## config.mk

```make
export PLATFORM = sky130hd
export DESIGN_NAME = deadlock_stall_detector_flat
export DESIGN_NICKNAME = d
export VERILOG_FILES = /design/src/rtl/deadlock_stall_detector_if.sv /design/src/rtl/deadlock_stall_detector.sv /design/src/flat_wrapper.sv
export SDC_FILE = /design/constraint.sdc
export NUM_CORES = 1
export LEC_CHECK = 0
export BUFFER_PORTS_ARGS = -buffer_cell sky130_fd_sc_hd__clkbuf_2
export CAP_MARGIN = 5
export CORE_MARGIN = 5
export CORE_UTILIZATION = 50
export DETAILED_ROUTE_END_ITERATION = 8
export PLACE_DENSITY = 0.75
export SLEW_MARGIN = 20
export SYNTH_ARGS = -nofsm -noshare
export SYNTH_HDL_FRONTEND = slang
export SYNTH_SLANG_ARGS = --single-unit
```

## constraint.sdc

```tcl
create_clock -name clock -period 5.2 [get_ports clock]
set_input_delay 1.3 -clock clock [delete_from_list [all_inputs] [get_ports clock]]
set_output_delay 1.3 -clock clock [all_outputs]
set_load 0.01 [all_outputs]
```

## src/rtl/deadlock_stall_detector_if.sv

```systemverilog
// Status/result bundle between the kernel monitor top and the deadlock stall detector.
// master drives the per-kernel status vectors; slave (the detector) returns the verdict.
interface deadlock_stall_detector_if #(
  parameter int N_AXIS = 1,
  parameter int N_INST = 5,
  parameter int N_BLK  = 3,
  parameter int IDX_W  = ($clog2(N_BLK) > 0) ? $clog2(N_BLK) : 1
);
  logic [N_AXIS-1:0] axis_block_sigs;
  logic [N_INST-1:0] inst_idle_sigs;
  logic [N_BLK-1:0]  inst_block_sigs;
  logic              block;
  logic [N_BLK-1:0]  blk_inst_mask;
  logic [N_AXIS-1:0] blk_axis_mask;
  logic [IDX_W-1:0]  first_blk_idx;
  logic              first_blk_vld;
  logic [31:0]       stall_cycles;

  modport master (
    output axis_block_sigs, inst_idle_sigs, inst_block_sigs,
    input  block, blk_inst_mask, blk_axis_mask, first_blk_idx, first_blk_vld, stall_cycles
  );

  modport slave (
    input  axis_block_sigs, inst_idle_sigs, inst_block_sigs,
    output block, blk_inst_mask, blk_axis_mask, first_blk_idx, first_blk_vld, stall_cycles
  );
endinterface

```

## src/rtl/deadlock_stall_detector.sv

```systemverilog
// Declares a kernel deadlock after HOLD_CYCLES consecutive all-idle-or-blocked cycles and
// snapshots the blockers. Define DEADLOCK_STALL_RELEASE_EN to let BLOCKED fall back to MON.
module deadlock_stall_detector #(
  parameter int N_AXIS      = 1,
  parameter int N_INST      = 5,
  parameter int N_BLK       = 3,
  parameter int HOLD_CYCLES = 16
) (
  input logic clock,
  input logic reset,
  deadlock_stall_detector_if.slave bus
);
  localparam int CNT_W = $clog2(HOLD_CYCLES + 1);
  localparam int IDX_W = ($clog2(N_BLK) > 0) ? $clog2(N_BLK) : 1;

  typedef enum logic [1:0] {MON, CNT, BLOCKED} state_t;

  state_t            state;
  logic [CNT_W-1:0]  cnt;
  logic              block_q;
  logic [N_BLK-1:0]  inst_mask_q;
  logic [N_AXIS-1:0] axis_mask_q;
  logic [IDX_W-1:0]  idx_q;
  logic              vld_q;
  logic [31:0]       stall_q;

  logic [N_INST-1:0] stalled;
  logic              cand;
  logic              hit;
  logic [IDX_W-1:0]  lo_idx;

  // Instances without a block line can only count as stalled by being idle.
  for (genvar i = 0; i < N_INST; i++) begin : g_stall
    if (i < N_BLK) begin : g_pair
      assign stalled[i] = bus.inst_idle_sigs[i] | bus.inst_block_sigs[i];
    end else begin : g_idle
      assign stalled[i] = bus.inst_idle_sigs[i];
    end
  end

  // All-idle means the kernel finished, so it never counts as a deadlock.
  assign cand = (&stalled) & ((|bus.inst_block_sigs) | (|bus.axis_block_sigs))
              & ~(&bus.inst_idle_sigs);

  assign hit = cand & (((state == MON) && (HOLD_CYCLES == 1)) ||
                       ((state == CNT) && (cnt == CNT_W'(HOLD_CYCLES - 1))));

  always_comb begin
    lo_idx = '0;
    for (int i = N_BLK - 1; i >= 0; i--)
      if (bus.inst_block_sigs[i]) lo_idx = IDX_W'(i);
  end

  always_ff @(posedge clock) begin
    if (reset) begin
      state       <= MON;
      cnt         <= '0;
      block_q     <= 1'b0;
      inst_mask_q <= '0;
      axis_mask_q <= '0;
      idx_q       <= '0;
      vld_q       <= 1'b0;
      stall_q     <= '0;
    end else begin
      if (!cand)               stall_q <= '0;
      else if (stall_q != '1)  stall_q <= stall_q + 32'd1;

      case (state)
        MON: begin
          if (cand) begin
            if (HOLD_CYCLES == 1) state <= BLOCKED;
            else begin
              state <= CNT;
              cnt   <= CNT_W'(1);
            end
          end
        end
        CNT: begin
          if (!cand) begin
            state <= MON;
            cnt   <= '0;
          end else if (cnt == CNT_W'(HOLD_CYCLES - 1)) begin
            state <= BLOCKED;
            cnt   <= '0;
          end else begin
            cnt <= cnt + 1'b1;
          end
        end
        BLOCKED: begin
`ifdef DEADLOCK_STALL_RELEASE_EN
          // Masks stay as the last snapshot; only the block line drops.
          if (!cand) begin
            state   <= MON;
            block_q <= 1'b0;
          end
`endif
        end
        default: begin
          state <= MON;
          cnt   <= '0;
        end
      endcase

      if (hit) begin
        block_q     <= 1'b1;
        inst_mask_q <= bus.inst_block_sigs;
        axis_mask_q <= bus.axis_block_sigs;
        idx_q       <= lo_idx;
        vld_q       <= |bus.inst_block_sigs;
      end
    end
  end

  assign bus.block         = block_q;
  assign bus.blk_inst_mask = inst_mask_q;
  assign bus.blk_axis_mask = axis_mask_q;
  assign bus.first_blk_idx = idx_q;
  assign bus.first_blk_vld = vld_q;
  assign bus.stall_cycles  = stall_q;
endmodule

```

## src/flat_wrapper.sv

```systemverilog
// flat-port wrapper written by rule: the top's interface ports become plain ports
module deadlock_stall_detector_flat 
#(
  parameter int N_AXIS      = 1,
  parameter int N_INST      = 5,
  parameter int N_BLK       = 3,
  parameter int HOLD_CYCLES = 16
)
  (clock, reset, bus_axis_block_sigs, bus_inst_idle_sigs, bus_inst_block_sigs, bus_block, bus_blk_inst_mask, bus_blk_axis_mask, bus_first_blk_idx, bus_first_blk_vld, bus_stall_cycles);
  deadlock_stall_detector_if #(.N_AXIS(N_AXIS), .N_INST(N_INST), .N_BLK(N_BLK)) bus_i ();
  input logic clock;
  input logic reset;
  input wire logic [$bits(bus_i.axis_block_sigs)-1:0] bus_axis_block_sigs;
  input wire logic [$bits(bus_i.inst_idle_sigs)-1:0] bus_inst_idle_sigs;
  input wire logic [$bits(bus_i.inst_block_sigs)-1:0] bus_inst_block_sigs;
  output wire logic [$bits(bus_i.block)-1:0] bus_block;
  output wire logic [$bits(bus_i.blk_inst_mask)-1:0] bus_blk_inst_mask;
  output wire logic [$bits(bus_i.blk_axis_mask)-1:0] bus_blk_axis_mask;
  output wire logic [$bits(bus_i.first_blk_idx)-1:0] bus_first_blk_idx;
  output wire logic [$bits(bus_i.first_blk_vld)-1:0] bus_first_blk_vld;
  output wire logic [$bits(bus_i.stall_cycles)-1:0] bus_stall_cycles;
  assign bus_i.axis_block_sigs = bus_axis_block_sigs;
  assign bus_i.inst_idle_sigs = bus_inst_idle_sigs;
  assign bus_i.inst_block_sigs = bus_inst_block_sigs;
  assign bus_block = bus_i.block;
  assign bus_blk_inst_mask = bus_i.blk_inst_mask;
  assign bus_blk_axis_mask = bus_i.blk_axis_mask;
  assign bus_first_blk_idx = bus_i.first_blk_idx;
  assign bus_first_blk_vld = bus_i.first_blk_vld;
  assign bus_stall_cycles = bus_i.stall_cycles;
  deadlock_stall_detector #(.N_AXIS(N_AXIS), .N_INST(N_INST), .N_BLK(N_BLK), .HOLD_CYCLES(HOLD_CYCLES)) u_core (.clock(clock), .reset(reset), .bus(bus_i));
endmodule
```

; ---- Word level (Yosys, flattened, before mapping)
; Cells that the tools add are included.
; W data, S select, Z words.
[totals]
word_cells = 45
regBits = 47
out_inout_bits = 40
in_bits = 11
[classes]
n_eq_ne = 6
reduce_logical = 8
n_bitwise = 10
addsub = 2
mux = 11
[ops]
columns = op, n
row1 = $add A32 B1 Y32 const B, 1
row2 = $ne A32 B32 Y1 const B, 1
row3 = $mux W5, 3
row4 = $pmux W5 S3, 1
row5 = $mux W2, 6
row6 = $reduce_and A5 Y1, 2
row7 = $pmux W2 S3, 1
row8 = $add A5 B1 Y5 const B, 1
row9 = $eq A5 B4 Y1 const B, 1
row10 = $or A1 B1 Y1, 4
row11 = $and A1 B1 Y1, 3
row12 = $ne A3 B3 Y1 const B, 1
row13 = $not A1 Y1, 3
row14 = $reduce_and A3 Y1, 1
row15 = $reduce_or A3 Y1, 1
row16 = $eq A2 B1 Y1 const B, 1
row17 = $eq A2 B2 Y1 const B, 1
row18 = $logic_not A2 Y1, 1
row19 = $ne A2 B1 Y1 const B, 1
row20 = $reduce_and A2 Y1, 1
row21 = $reduce_or A2 Y1, 1
row22 = $logic_and A1 B1 Y1, 1

; ---- Longest topological paths before layout
; Gate-level depths: netlist (run 1).
[logic_depth]
depth_word = 6
mapped_depth = 8
mapped_depth_nobuf = 6

; ---- Least setup slack after synthesis (run 1)
; Ideal clock, no wire load.
[synth_path]
kind = input to register
from = input reset
to = register u_core.stall_q[4] (netlist: u_core.bus.stall_cycles[4])
setup_ps = 62
t_required_ps = 5138
cell_stages = 5
arrival_time_ps = 2730
path_buffers = 2
path_slack_ps = 2408
path_cell_list = clkbuf_1 -> or4_1 -> clkbuf_1 -> or4_1 -> nand2_1
[synth_via]
elab_chain_len = 1
[synth_lines]
columns = element, line
row1 = "start, declared", flat_wrapper.sv:12  ; input logic reset;
row2 = $reduce_or A2 Y1 (no line), -
row3 = "end signal, assigned", deadlock_stall_detector.sv:66  ; else if (stall_q != '1) stall_q <= stall_q + 32'd1;
row4 = "end, declared", deadlock_stall_detector.sv:25  ; logic [31:0] stall_q;
; Every way passes these cells.
; A chain may end at the register's enable or synchronous reset.

; ---- Worst setup path after layout (run 1)
[layout_path]
from = input bus_inst_block_sigs[1]
to = register u_core.stall_q[4] (netlist: u_core.bus.stall_cycles[4])
[layout_via]
elab_chain_len = 6
word_cells_on_any_way = 8
cone_classes = bitwise: 5 / reduce/logical: 3
[layout_lines]
columns = element, line
row1 = "start, declared", flat_wrapper.sv:15  ; input wire logic [$bits(bus_i.inst_block_sigs)-1:0] bus_inst_block_sigs;
row2 = $or A1 B1 Y1 or $reduce_or A3 Y1 (tied branches), "deadlock_stall_detector.sv:35, deadlock_stall_detector.sv:42"
row3 = $reduce_and A5 Y1 or $or A1 B1 Y1 (tied branches), deadlock_stall_detector.sv:42  ; assign cand = (&stalled) & ((|bus.inst_block_sigs) | (|bus.axis_block_sigs))
row4 = $and A1 B1 Y1 *, deadlock_stall_detector.sv:42
row5 = $and A1 B1 Y1 *, deadlock_stall_detector.sv:43  ; & ~(&bus.inst_idle_sigs);
row6 = $not A1 Y1 (no line) *, -
row7 = $reduce_or A2 Y1 (no line) *, -
; Mark *: on every way between the ends. The rest lies on a longest branch, timed or not.

==> metrics.yaml, run 1 <==
floorplanning:
  die_width_um: 76.9
  row_count: 24
  core_area_mm2: 0.00435
  start_util: 0.515
  fp.dieH_um: 76.9
  io_pins: 51
  die_area_mm2: 0.00592
synth:
  synthCells: 268
  synth_area_per_cell_um2: 8.36
  synth_fp_nets: 281
  synth_cell_types: 43
  synth_edf_count: 0
  synth_top_area_frac: 0.420
  syn-cell-area_mm2: 0.00224
  ys_ff_latch: 47
  yosys.area.top_type: "dfxtp_1"
  synthFlopType: "dfxtp_1"
  synthArstFlopShare: 0
  yosysSeqAreaShare: 0.420
  synth_area_leaders: "dfxtp_1 42%, nor2_1 5.9%, nand2_1 4.2%"
  ys.warnings.count: 0
worst_setup_path:
  startpoint_type: "input port"
  end_kind: "flip-flop"
  critical_path_peak_fanout: 29
  worst-endpoint-arrival_ns: 3.25
  cp.required_ns: 5.45
  critical_path_class: "input port to flip-flop"
routing:
  viasPerCell: 5.70
  wl_per_cell_um: 13.8
  drt-pass1-iter-count: 4
  route.detailed.drc: 0
  vias: 2098
  finalWirelength_mm: 5.08
  ant_nets: 0
  drtIter0Drc: 73
cts:
  cts_resized: 0
  cts_buffers: 5
  clk_latency_ns: 0.30
  cts_tree: "done"
  cts_buffer_depth: 2
  holdBufCountCts: 0
  h-tree-depth: 2
  clkSinkCount: 47
  cts_setup_buffers: 0
  cts-root-buf: "clkbuf_8"
  clk_pin_slew_worst_paths_ns: 0.08
sta:
  fin_skew_ns: 0.0105
  slew_viol_final: 0
  setup_tns_ns: 0
  finalCritPeriodShare: 0.579
  min_period_ns: 3.01
  hold_violations: 0
  hold_slack_ns: 0.460
  tightest_slew_ns: 0.926
  slew_headroom: 0.383
  final-setup-viol-count: 0
  rsz0062_at_grt: "no"
  max_freq_ghz: 0.332
finish:
  drive_gt1_frac: 0.206
  finalNetCount: 328
  layout.cells.most_common_list: "50 x clkbuf_2, 47 x dfxtp_1, 35 x nor2_1, 25 x nand2_1, 16 x a21oi_1"
  syn_to_final_growth_pct: 16.5
  final_common_cell: "clkbuf_2"
  fillCellCount: 392
  n_antenna_cell: 0
pwr:
  p_per_area_mw_per_mm2: 225
  peakVddDrop_uv: 129
  leakagePower_nw: 0.953
global_route:
  antenna_found_initial: 0
  grt_max_degree: 30
  overflow: 0
  grt_pass1_wl_mm: 8.71
  grt_usage: 0.173
  grt_pass1_vias: 1932
job:
  drv_cap: 0
status:
  status: "finished clean"
hold_path:
  hp-class: "flip-flop to flip-flop"
placement:
  place_congestion: 0.836
  hpwl_mm: 3.75
  portBuffers: 50
==> synth_stat cells (2+ instances only) <==
master	number
a2111oi_0	2
a21oi_1	16
a31oi_1	4
and2_1	2
and3_1	4
and4_1	4
clkbuf_1	10
dfxtp_1	47
ha_1	2
inv_1	5
mux2i_1	2
nand2_1	25
nand3_1	14
nand3_2	2
nand4_1	8
nor2_1	35
nor3_1	6
nor3b_1	4
nor4_1	8
o2111ai_1	2
o211ai_1	6
o21ai_0	10
o311ai_0	2
o31ai_1	4
o41ai_1	2
or3_1	5
or4_1	5
xnor2_1	8
xor2_1	10
==> sequential cells by signal, indices dropped and copies added (netlist names) <==
signal,flops
u_core.bus.stall_cycles,32
u_core.cnt,5
u_core.bus.blk_inst_mask,3
u_core.bus.first_blk_idx,2
u_core.state,2
u_core.bus.blk_axis_mask,1
u_core.bus.block,1
u_core.bus.first_blk_vld,1
==> routing by layer <==
metal  vias up  share of wire  track usage
met5         -              0            0
met4         0          0.017       0.0542
met3         6          0.048       0.0468
met2        48           0.46        0.267
met1       964           0.47        0.234
li1       1080              -            -
==> report_power, final <==
group          switching, mW  internal (mW)
combinational        0.00927        0.00578
clock                  0.117         0.0945
sequential           0.00126          0.360
==> cells by family (layout without fill, tap and decap cells) <==
kind of cell | Yosys count | count (layout) | share of synthesized area
AO/OA/AOI/OAI | 52 | 52 | 0.150
XOR/XNOR | 18 | 18 | 0.0704
adder cells (fa/ha/maj) | 2 | 2 | 0.0112
buffers and inverters | 17 | 65 | 0.0324
flip-flops | 47 | 47 | 0.420
multiplexers | 2 | 2 | 0.00893
AND/OR/NAND/NOR | 130 | 130 | 0.308
==> path summary, 6_finish.rpt <==
check / slack [ns] / depth (start not counted) / start / end
min reg2reg: 0.46 / 2 / u_core.bus.blk_axis_mask / u_core.bus.blk_axis_mask
min: 0.46 / 2 / u_core.bus.blk_axis_mask / u_core.bus.blk_axis_mask
max: 2.19 / 5 / bus_inst_block_sigs[1] / u_core.bus.stall_cycles[4]
max reg2reg: 2.66 / 7 / u_core.bus.stall_cycles[0] / u_core.bus.stall_cycles[1]
==> critical path, stage by stage <==
cell and delay [ns]:
clkbuf_2 0.11, o211ai_1 0.15, or4_1 0.96, or4_1 0.64
nand2_1 0.08
==> through the flow <==
step                      area (um2)  cells  setup WS, ns  utilization  total power, mW
after CTS                       2610    368          2.17        0.598            0.596
after global routing            2610    368          2.05        0.600            0.614
final                           2610    368          2.19        0.600            0.589
after detailed placement        2520    360          1.86        0.580            0.385
after floorplan                 2240    268          2.41            -            0.378
after global placement          2520    360          1.88        0.578            0.385
==> area by class of cell <==
type | instances | area [um2] | area share
clock buffers | 7 | 76.3 | 0.0292
clock inverters | 1 | 5.00 | 0.00192
inverters | 5 | 18.8 | 0.00719
multi-input cells | 204 | 1240 | 0.475
flip-flops and latches | 47 | 941 | 0.360
well taps | 52 | 65.1 | 0.0249
repair buffers | 52 | 265 | 0.102
No activity file was read; power rests on OpenSTA's default activity.
==> inputs of run 2 (changes only) <==
==> constraint.sdc (replaced) <==
create_clock -name clock -period 3.1 [get_ports clock]
set_input_delay 0.775 -clock clock [delete_from_list [all_inputs] [get_ports clock]]
set_output_delay 0.775 -clock clock [all_outputs]
set_load 0.01 [all_outputs]
==> run 2 against run 1 <==
Effect of this change:
- sequential power is 68% higher
- final cell count is 1.4% higher
- power is 87% higher
- register-to-register slack worse by 1.9 ns
- via count is 2.4% higher
- critical path type is now flip-flop to flip-flop
- critical endpoint is now u_core.bus.stall_cycles[1]
- largest power group unchanged
==> metrics.yaml, run 2 (synthesis gave the netlist of run 1 again) <==
status:
  status: "finished clean"
pwr:
  total_power_mw: 1.10
  leakagePower_nw: 0.995
  p_per_area_mw_per_mm2: 411
  peakVddDrop_uv: 229
global_route:
  antenna_found_initial: 0
  overflow: 0
  grt_max_degree: 24
  grt_pass1_wl_mm: 9.16
  grt_pass1_vias: 1934
  grt_usage: 0.186
cts:
  clk_latency_ns: 0.30
  holdBufCountCts: 0
  cts_buffer_depth: 2
  clk_pin_slew_worst_paths_ns: 0.09
  clkSinkCount: 47
  h-tree-depth: 2
  cts_setup_buffers: 0
  cts_resized: 0
  cts-root-buf: "clkbuf_8"
  cts_tree: "done"
  cts_buffers: 5
finish:
  fin_cells: 373
  largest_register_ffs: 32
  syn_to_final_growth_pct: 19.3
  layout.cells.most_common_list: "50 x clkbuf_2, 47 x dfxtp_1, 35 x nor2_1, 25 x nand2_1, 16 x a21oi_1"
  n_antenna_cell: 0
  drive_gt1_frac: 0.218
  finalNetCount: 333
  fillCellCount: 396
  final_common_cell: "clkbuf_2"
sta:
  slew_headroom: 0.426
  fin_skew_ns: 0.00523
  setup_tns_ns: 0
  tightest_slew_ns: 0.853
  final-setup-viol-count: 0
  rsz0062_at_grt: "no"
  finalCritPeriodShare: 0.764
  hold_violations: 0
  hold_slack_ns: 0.464
  min_period_ns: 2.37
  slew_viol_final: 0
  max_freq_ghz: 0.422
worst_setup_path:
  cp.required_ns: 3.29
  startpoint_type: "flip-flop"
  critPathTopFamily: "simple AND/OR/NAND/NOR gates"
  end_kind: "flip-flop"
  critical_path_class: "flip-flop to flip-flop"
  rrSetupSlack_ns: 0.73
  critical_path_peak_fanout: 9
  slowest_stage: "or4_4"
  crit_chain: "ha_1, nand3_2, or4_4, nor3_1, buf_4, mux2i_1, nor2_1"
  worst-endpoint-arrival_ns: 2.56
  cp_num_buf_inv: 1
  cpPeakStageDelay_ns: 0.61
placement:
  dp.cells: 365
  hpwl_mm: 4.00
  place_congestion: 0.835
  portBuffers: 50
floorplanning:
  row_count: 24
  core_area_mm2: 0.00435
  die_area_mm2: 0.00592
  die_width_um: 76.9
  io_pins: 51
  start_util: 0.515
  fp.dieH_um: 76.9
routing:
  finalWirelength_mm: 5.33
  drtIter0Drc: 96
  drt-pass1-iter-count: 4
  ant_nets: 0
  vias: 2149
  wl_met2_mm: 2.40
  dr_wl_met3_um: 272
  wl_per_cell_um: 14.3
  viasPerCell: 5.76
  dr.max_layer_used: "met4"
  m1WireLength_mm: 2.58
  route.detailed.drc: 0
hold_path:
  hp-class: "flip-flop to flip-flop"
job:
  drv_cap: 0
==> run 2: cell types whose count changed in the layout (fill, tap and decap cells not counted) <==
cell	previous run	this run
buf_4	2	7
nor4_2	2	0
nor4_1	6	8
clkbuf_8	5	6
bufinv_16	0	1
clkbuf_1	2	0
==> run 2: final timing paths <==
path,cells after the start,startpoint,end
worst min-delay path,2,u_core.bus.blk_inst_mask[1],u_core.bus.blk_inst_mask[1]
worst max register to register,7,u_core.bus.stall_cycles[0],u_core.bus.stall_cycles[1]
worst max-delay path,7,u_core.bus.stall_cycles[0],u_core.bus.stall_cycles[1]
worst min register to register,2,u_core.bus.blk_inst_mask[1],u_core.bus.blk_inst_mask[1]
==> run 2: routing by layer <==
metal / vias to the layer above / GRT usage
li1: 1090 / -
met1: 1009 / 0.260
met2: 44 / 0.275
met3: 6 / 0.0480
met4: 0 / 0.0664
met5: - / 0
==> run 2: where the power goes <==
group	internal, mW	leakage, nW	switching (mW)
Clock	0.261	0.0612	0.204
Combinational	0.0106	0.555	0.0156
Sequential	0.604	0.379	0.00208
==> run 2: worst min-delay path: stages (launching register included) <==
cell	delay, ns
dfxtp_1	0.32
nand2_1	0.05
a21oi_1	0.05
==> run 2: metrics by stage <==
| step | utilization | cell area [um2] | setup slack, ns |
|---|---|---|---|
| 2_1_floorplan | - | 2240 | 0.833 |
| 3_3_place_gp | 0.587 | 2550 | 0.759 |
| 3_5_place_dp | 0.587 | 2550 | 0.725 |
| 4_1_cts | 0.614 | 2670 | 0.722 |
| 5_1_grt | 0.614 | 2670 | 0.549 |
| 6_report | 0.614 | 2670 | 0.732 |
==> run 2: area by class of cell <==
class | instances | area, um2 | area share
Timing Repair Buffer | 57 | 303 | 0.113
Clock buffer | 6 | 82.6 | 0.0309
Multi-Input combinational cell | 204 | 1230 | 0.459
Tap cell | 52 | 65.1 | 0.0243
Inverter | 5 | 18.8 | 0.00702
Clock inverter | 2 | 35.0 | 0.0131
Sequential cell | 47 | 941 | 0.352
